**src/rtl/display_write_controller.sv**
```systemverilog
// Display write controller: decodes PicoBlaze port writes into character display
// memory writes and runs a fill engine that clears the screen or the current row.
// CPU character writes always win the single memory write port; the fill engine
// holds its counters and retries on the following cycle.
module display_write_controller #(
  parameter int unsigned ROW_COUNT    = 30,
  parameter int unsigned COL_COUNT    = 80,
  parameter logic [7:0]  ATTR_DEFAULT = 8'h0F
) (
  input  logic        clk,
  input  logic        reset,
  input  logic [7:0]  port_id,
  input  logic        write_strobe,
  input  logic [7:0]  write_data,
  output logic [7:0]  read_data,
  output logic [11:0] mem_addr,
  output logic        mem_en,
  output logic        mem_wr,
  output logic [15:0] mem_data,
  output logic        busy
);

  localparam logic [6:0] ColLast = 7'(COL_COUNT - 1);
  localparam logic [4:0] RowLast = 5'(ROW_COUNT - 1);

  localparam logic [7:0] PortRow      = 8'h80;
  localparam logic [7:0] PortAttr     = 8'h81;
  localparam logic [7:0] PortFullFill = 8'h82;
  localparam logic [7:0] PortRowFill  = 8'h83;

  typedef enum logic [0:0] {
    StIdle,
    StFill
  } state_e;

  state_e r_state;
  state_e w_state_next;

  // CPU-visible registers
  logic [4:0]  r_row_reg;
  logic [7:0]  r_attr_reg;

  // Fill engine context, latched when a fill starts
  logic [7:0]  r_fill_char;
  logic [7:0]  r_fill_attr;
  logic [4:0]  r_row;
  logic [4:0]  r_row_end;
  logic [6:0]  r_col;

  // Registered outputs
  logic [11:0] r_mem_addr;
  logic        r_mem_en;
  logic [15:0] r_mem_data;
  logic [7:0]  r_read_data;

  // Decode and arbitration
  logic        w_char_wr;
  logic        w_row_wr;
  logic        w_attr_wr;
  logic        w_full_cmd;
  logic        w_row_cmd;
  logic        w_fill_start;
  logic        w_busy;
  logic        w_fill_issue;
  logic        w_col_last;
  logic        w_fill_done;

  // Port decode: the low half of the port space is the character window.
  always_comb begin
    w_char_wr  = write_strobe & ~port_id[7];
    w_row_wr   = write_strobe & (port_id == PortRow);
    w_attr_wr  = write_strobe & (port_id == PortAttr);
    w_full_cmd = write_strobe & (port_id == PortFullFill);
    w_row_cmd  = write_strobe & (port_id == PortRowFill);
  end

  // State register
  always_ff @(posedge clk or negedge reset) begin
    if (!reset) begin
      r_state <= StIdle;
    end else begin
      r_state <= w_state_next;
    end
  end

  // Next-state logic: fill commands only start a fill from idle.
  always_comb begin
    w_state_next = r_state;
    unique case (r_state)
      StIdle: begin
        if (w_full_cmd || w_row_cmd) begin
          w_state_next = StFill;
        end
      end
      StFill: begin
        if (w_fill_done) begin
          w_state_next = StIdle;
        end
      end
      default: w_state_next = StIdle;
    endcase
  end

  // FSM outputs: the engine issues only in cycles the CPU leaves the port free.
  always_comb begin
    w_busy       = 1'b0;
    w_fill_start = 1'b0;
    w_fill_issue = 1'b0;
    unique case (r_state)
      StIdle: begin
        w_fill_start = w_full_cmd | w_row_cmd;
      end
      StFill: begin
        w_busy       = 1'b1;
        w_fill_issue = ~w_char_wr;
      end
      default: begin
        w_busy = 1'b0;
      end
    endcase
  end

  // Fill termination: last column of the last row issued this cycle.
  always_comb begin
    w_col_last  = (r_col == ColLast);
    w_fill_done = w_fill_issue & w_col_last & (r_row == r_row_end);
  end

  // Row and attribute registers; writes during a fill affect only later CPU writes.
  always_ff @(posedge clk or negedge reset) begin
    if (!reset) begin
      r_row_reg  <= 5'd0;
      r_attr_reg <= ATTR_DEFAULT;
    end else begin
      if (w_row_wr) begin
        r_row_reg <= write_data[4:0];
      end
      if (w_attr_wr) begin
        r_attr_reg <= write_data;
      end
    end
  end

  // Fill engine counters: latch extent on start, advance only on an issued write.
  always_ff @(posedge clk or negedge reset) begin
    if (!reset) begin
      r_fill_char <= 8'h00;
      r_fill_attr <= 8'h00;
      r_row       <= 5'd0;
      r_row_end   <= 5'd0;
      r_col       <= 7'd0;
    end else if (w_fill_start) begin
      r_fill_char <= write_data;
      r_fill_attr <= r_attr_reg;
      r_col       <= 7'd0;
      if (w_full_cmd) begin
        r_row     <= 5'd0;
        r_row_end <= RowLast;
      end else begin
        r_row     <= r_row_reg;
        r_row_end <= r_row_reg;
      end
    end else if (w_fill_issue) begin
      if (w_col_last) begin
        r_col <= 7'd0;
        r_row <= r_row + 5'd1;
      end else begin
        r_col <= r_col + 7'd1;
      end
    end
  end

  // Memory write port: CPU character write has priority over the fill engine.
  always_ff @(posedge clk or negedge reset) begin
    if (!reset) begin
      r_mem_en   <= 1'b0;
      r_mem_addr <= 12'h000;
      r_mem_data <= 16'h0000;
    end else if (w_char_wr) begin
      r_mem_en   <= 1'b1;
      r_mem_addr <= {r_row_reg, port_id[6:0]};
      r_mem_data <= {r_attr_reg, write_data};
    end else if (w_fill_issue) begin
      r_mem_en   <= 1'b1;
      r_mem_addr <= {r_row, r_col};
      r_mem_data <= {r_fill_attr, r_fill_char};
    end else begin
      r_mem_en   <= 1'b0;
    end
  end

  // Status read-back: busy flag visible on the full-fill port, zero elsewhere.
  always_ff @(posedge clk or negedge reset) begin
    if (!reset) begin
      r_read_data <= 8'h00;
    end else if (port_id == PortFullFill) begin
      r_read_data <= {7'b0, w_busy};
    end else begin
      r_read_data <= 8'h00;
    end
  end

  assign read_data = r_read_data;
  assign mem_addr  = r_mem_addr;
  assign mem_en    = r_mem_en;
  assign mem_wr    = 1'b1;
  assign mem_data  = r_mem_data;
  assign busy      = w_busy;

endmodule

```
**config.mk**
```make
export PLATFORM = sky130hd
export DESIGN_NAME = display_write_controller
export DESIGN_NICKNAME = d
export VERILOG_FILES = /design/src/rtl/display_write_controller.sv
export SDC_FILE = /design/constraint.sdc
export NUM_CORES = 1
export LEC_CHECK = 0
export CORE_ASPECT_RATIO = 1.2
export CORE_MARGIN = 3
export CORE_UTILIZATION = 59
export CTS_BUF_LIST = sky130_fd_sc_hd__clkbuf_4 sky130_fd_sc_hd__clkbuf_8
export CTS_CLUSTER_DIAMETER = 60
export DETAILED_ROUTE_END_ITERATION = 8
export GPL_ROUTABILITY_DRIVEN = 0
export PLACE_DENSITY_LB_ADDON = 0.08
export SYNTH_ARGS = -nofsm -noshare
export SYNTH_HDL_FRONTEND = slang
export SYNTH_SLANG_ARGS = --single-unit
```
**constraint.sdc**
```tcl
create_clock -name clk -period 3.2 [get_ports clk]
set_input_delay 0.64 -clock clk [delete_from_list [all_inputs] [get_ports clk]]
set_output_delay 0.64 -clock clk [all_outputs]
set_load 0.01 [all_outputs]
```
==> impl_metrics.yaml <==
route:
  post-route-drc-count: 0
  ant_nets: 0
  drt-initial-drc-count: 153
  wirelength_mm: 7.388
  via_per_inst: 5.568
  dr.pass1.iters: 4
  drt-wirelength-per-cell_um: 16.53
  vias: 2489
layout:
  final_cells: 447
  final_cell_area_um2: 4329
  n_fill_cell: 416
  areaGrowthSynthToFinish_pct: 21.62
  fin_nets: 383
  largest_reg_flops: 16
  antenna_cells: 0
  post-route-util_pct: 75.38
  drive_gt1_share_pct: 17.17
yosys:
  synth_top_area_share_pct: 51.32
  ys_seq_area_share_pct: 54.27
  async_flop_share_pct: 100.0
  ys_types: 40
  synth-edff-count: 0
  syn_avg_cell_area_um2: 11.34
  synth_top_area_cell: "dfrtp_1"
  synth.most_common_cell: "dfrtp_1"
  ys_dominant_reg_cell: "dfrtp_1"
  synth.top_cells.by_area: "dfrtp_1, mux2i_1, mux2_2, o21ai_0, nand2_1"
  syn_inst: 314
  yosys-top-cells-count: "dfrtp_1, nand2_1, o21ai_0"
  ys_seq_elements: 77
  yosys_warnings: 0
  synthesis.area_um2: 3560
run_status:
  status: "finished, final reports clean"
grt:
  grt_pass1_wl_mm: 12.48
  met3_usage_pct: 4.464
  grt_start_max_net_pins: 78
  use_met1_pct: 29.28
  overflow: 0
  grt.total_usage_pct: 22.61
  grt_pass1_vias: 2520
  grt.busiest_layer: "met2"
  antenna_found_initial: 0
  use_met2_pct: 37.14
cts:
  clkTransAtPathRegs_ps: 80
  clk_latency_ps: 350
  cts.sinks: 77
  cts.path.max_buffers: 2
  cts_tree: "done"
  ctsResizeCount: 0
  postCtsSetupBuffers: 0
  cts_max_level: 3
  numCtsBuffers: 9
  clock_tree.root_cell: "clkbuf_8"
  ctsHoldBuffers: 0
critical_path:
  cp_max_fo: 8
  worstSetupPathType: "input port to flop"
  worst_setup_path_start_kind: "input port"
  reg2regPathDepth: 5
  r2r-end: "r_row[2]$_DFFE_PN0P_"
  cp-end-kind: "flop"
  arrival_ps: 2640
  endpoint: "r_attr_reg[5]$_DFFE_PN0P_"
  required_ps: 3440
  critPathLaunch: "port_id[7]"
  rr_startpoint: "r_col[0]$_DFFE_PN0P_"
  r2r_setup_slack_ps: 1350
power:
  switching_share_pct: 26.91
  vdd_drop_max_uv: 330.4
  pwr-share-comb_pct: 16.6
  seq_power_share_pct: 48.1
  leakage_nw: 1.926
  power.switching_mw: 0.6430
  intPower_mw: 1.747
  powerDensity_nw_per_um2: 552.0
  p_clk_share_pct: 35.3
floorplan:
  coreArea_um2: 5743
  fp.dieH_um: 91.09
  die_w_um: 76.91
  start_util_pct: 61.98
  num_io_pins: 58
  design.die.area_um2: 7005
  rows: 30
sta:
  tightest_slew_ps: 930.7
  rsz0062_at_grt: "false"
  drv_slew: 0
  finalHoldViolCount: 0
  fin_crit_ps: 2402
  fin_skew_ps: 6.630
  max_freq_mhz: 416.3
  finalSetupViolCount: 0
  finalSetupTns_ps: 0
  max_slew_margin_pct: 37.95
  holdWs_ps: 438.2
  fin_crit_sh_pct: 75.06
placed_design:
  postPlaceCellArea_um2: 4096
  dp.cells: 431
  port_buffers: 49
  post-dp-hpwl_mm: 4.881
flow_run:
  max-cap-violations: 0
hold_path:
  min_path_type: "input port to async pin"
==> through the flow <==
step                      power (mW)  setup slack (ps)
after floorplan                1.368              1172
after global placement         1.558             482.6
after detailed placement       1.567             435.2
after CTS                      2.401             781.5
after global routing           2.501             698.7
final                          2.390             798.0
==> critical path, cell delays in order <==
cell and delay (ps):
clkdlybuf4s50_1 540, nor4b_4 340, nand3_2 110, or3b_1 630, mux2_4 380
==> routing by layer <==
layer	up-vias	part of all wire [%]
met5	-	0
met4	0	2.2
met3	14	2.9
met2	44	52
met1	1245	43
li1	1186	-
==> layout make-up <==
class | count | area (µm²) | share of cell area [%]
multi-input cells | 216 | 1515 | 35.00
repair buffers | 56 | 540.5 | 12.49
clock buffers | 10 | 137.6 | 3.179
well taps | 80 | 100.1 | 2.312
flip-flops and latches | 77 | 1933 | 44.65
inverters | 2 | 7.507 | 0.1734
clock inverters | 6 | 95.09 | 2.197
==> cells in the final DEF (no fill, tap or decap), types with 7 or more instances in the layout <==
| cell | count |
|---|---|
| a21oi_1 | 7 |
| buf_4 | 8 |
| clkbuf_8 | 10 |
| clkdlybuf4s50_1 | 48 |
| conb_1 | 8 |
| dfrtp_1 | 72 |
| mux2_2 | 21 |
| mux2_4 | 8 |
| mux2i_1 | 29 |
| nand2_1 | 39 |
| nand3_1 | 16 |
| o21ai_0 | 38 |
==> how the worst min path moves through the flow <==
stage / startpoint / endpoint
after floorplan: reset / mem_addr[0]$_DFFE_PN0P_
after global placement: r_row_end[2]$_DFFE_PN0N_ / r_row_end[2]$_DFFE_PN0N_
after detailed placement: r_row_end[2]$_DFFE_PN0N_ / r_row_end[2]$_DFFE_PN0N_
after CTS: reset / r_attr_reg[7]$_DFFE_PN0P_
after global routing: reset / mem_addr[6]$_DFFE_PN0P_
final: reset / mem_data[12]$_DFFE_PN0P_
==> cells by family after synthesis <==
| logic type | Yosys count | share of synthesized area (%) |
|---|---|---|
| AOI/OAI and AO/OA | 54 | 8.119 |
| xor gates and xnor gates | 8 | 1.968 |
| adders and majority gates | 2 | 0.7029 |
| buffers and inverters | 27 | 4.007 |
| DFF | 77 | 54.27 |
| muxes | 58 | 18.17 |
| other | 2 | 0.2110 |
| and+or+nand+nor | 86 | 12.55 |
==> power by group through the flow <==
stage               combinational [mW]  clock (mW)  sequential (mW)
global placement                 0.393           0             1.17
CTS                              0.402       0.850             1.15
floorplan                        0.195           0             1.17
global route                     0.435       0.902             1.16
detailed placement               0.399           0             1.17
finish                           0.397       0.843             1.15
No activity file was read; power rests on OpenSTA's default activity.
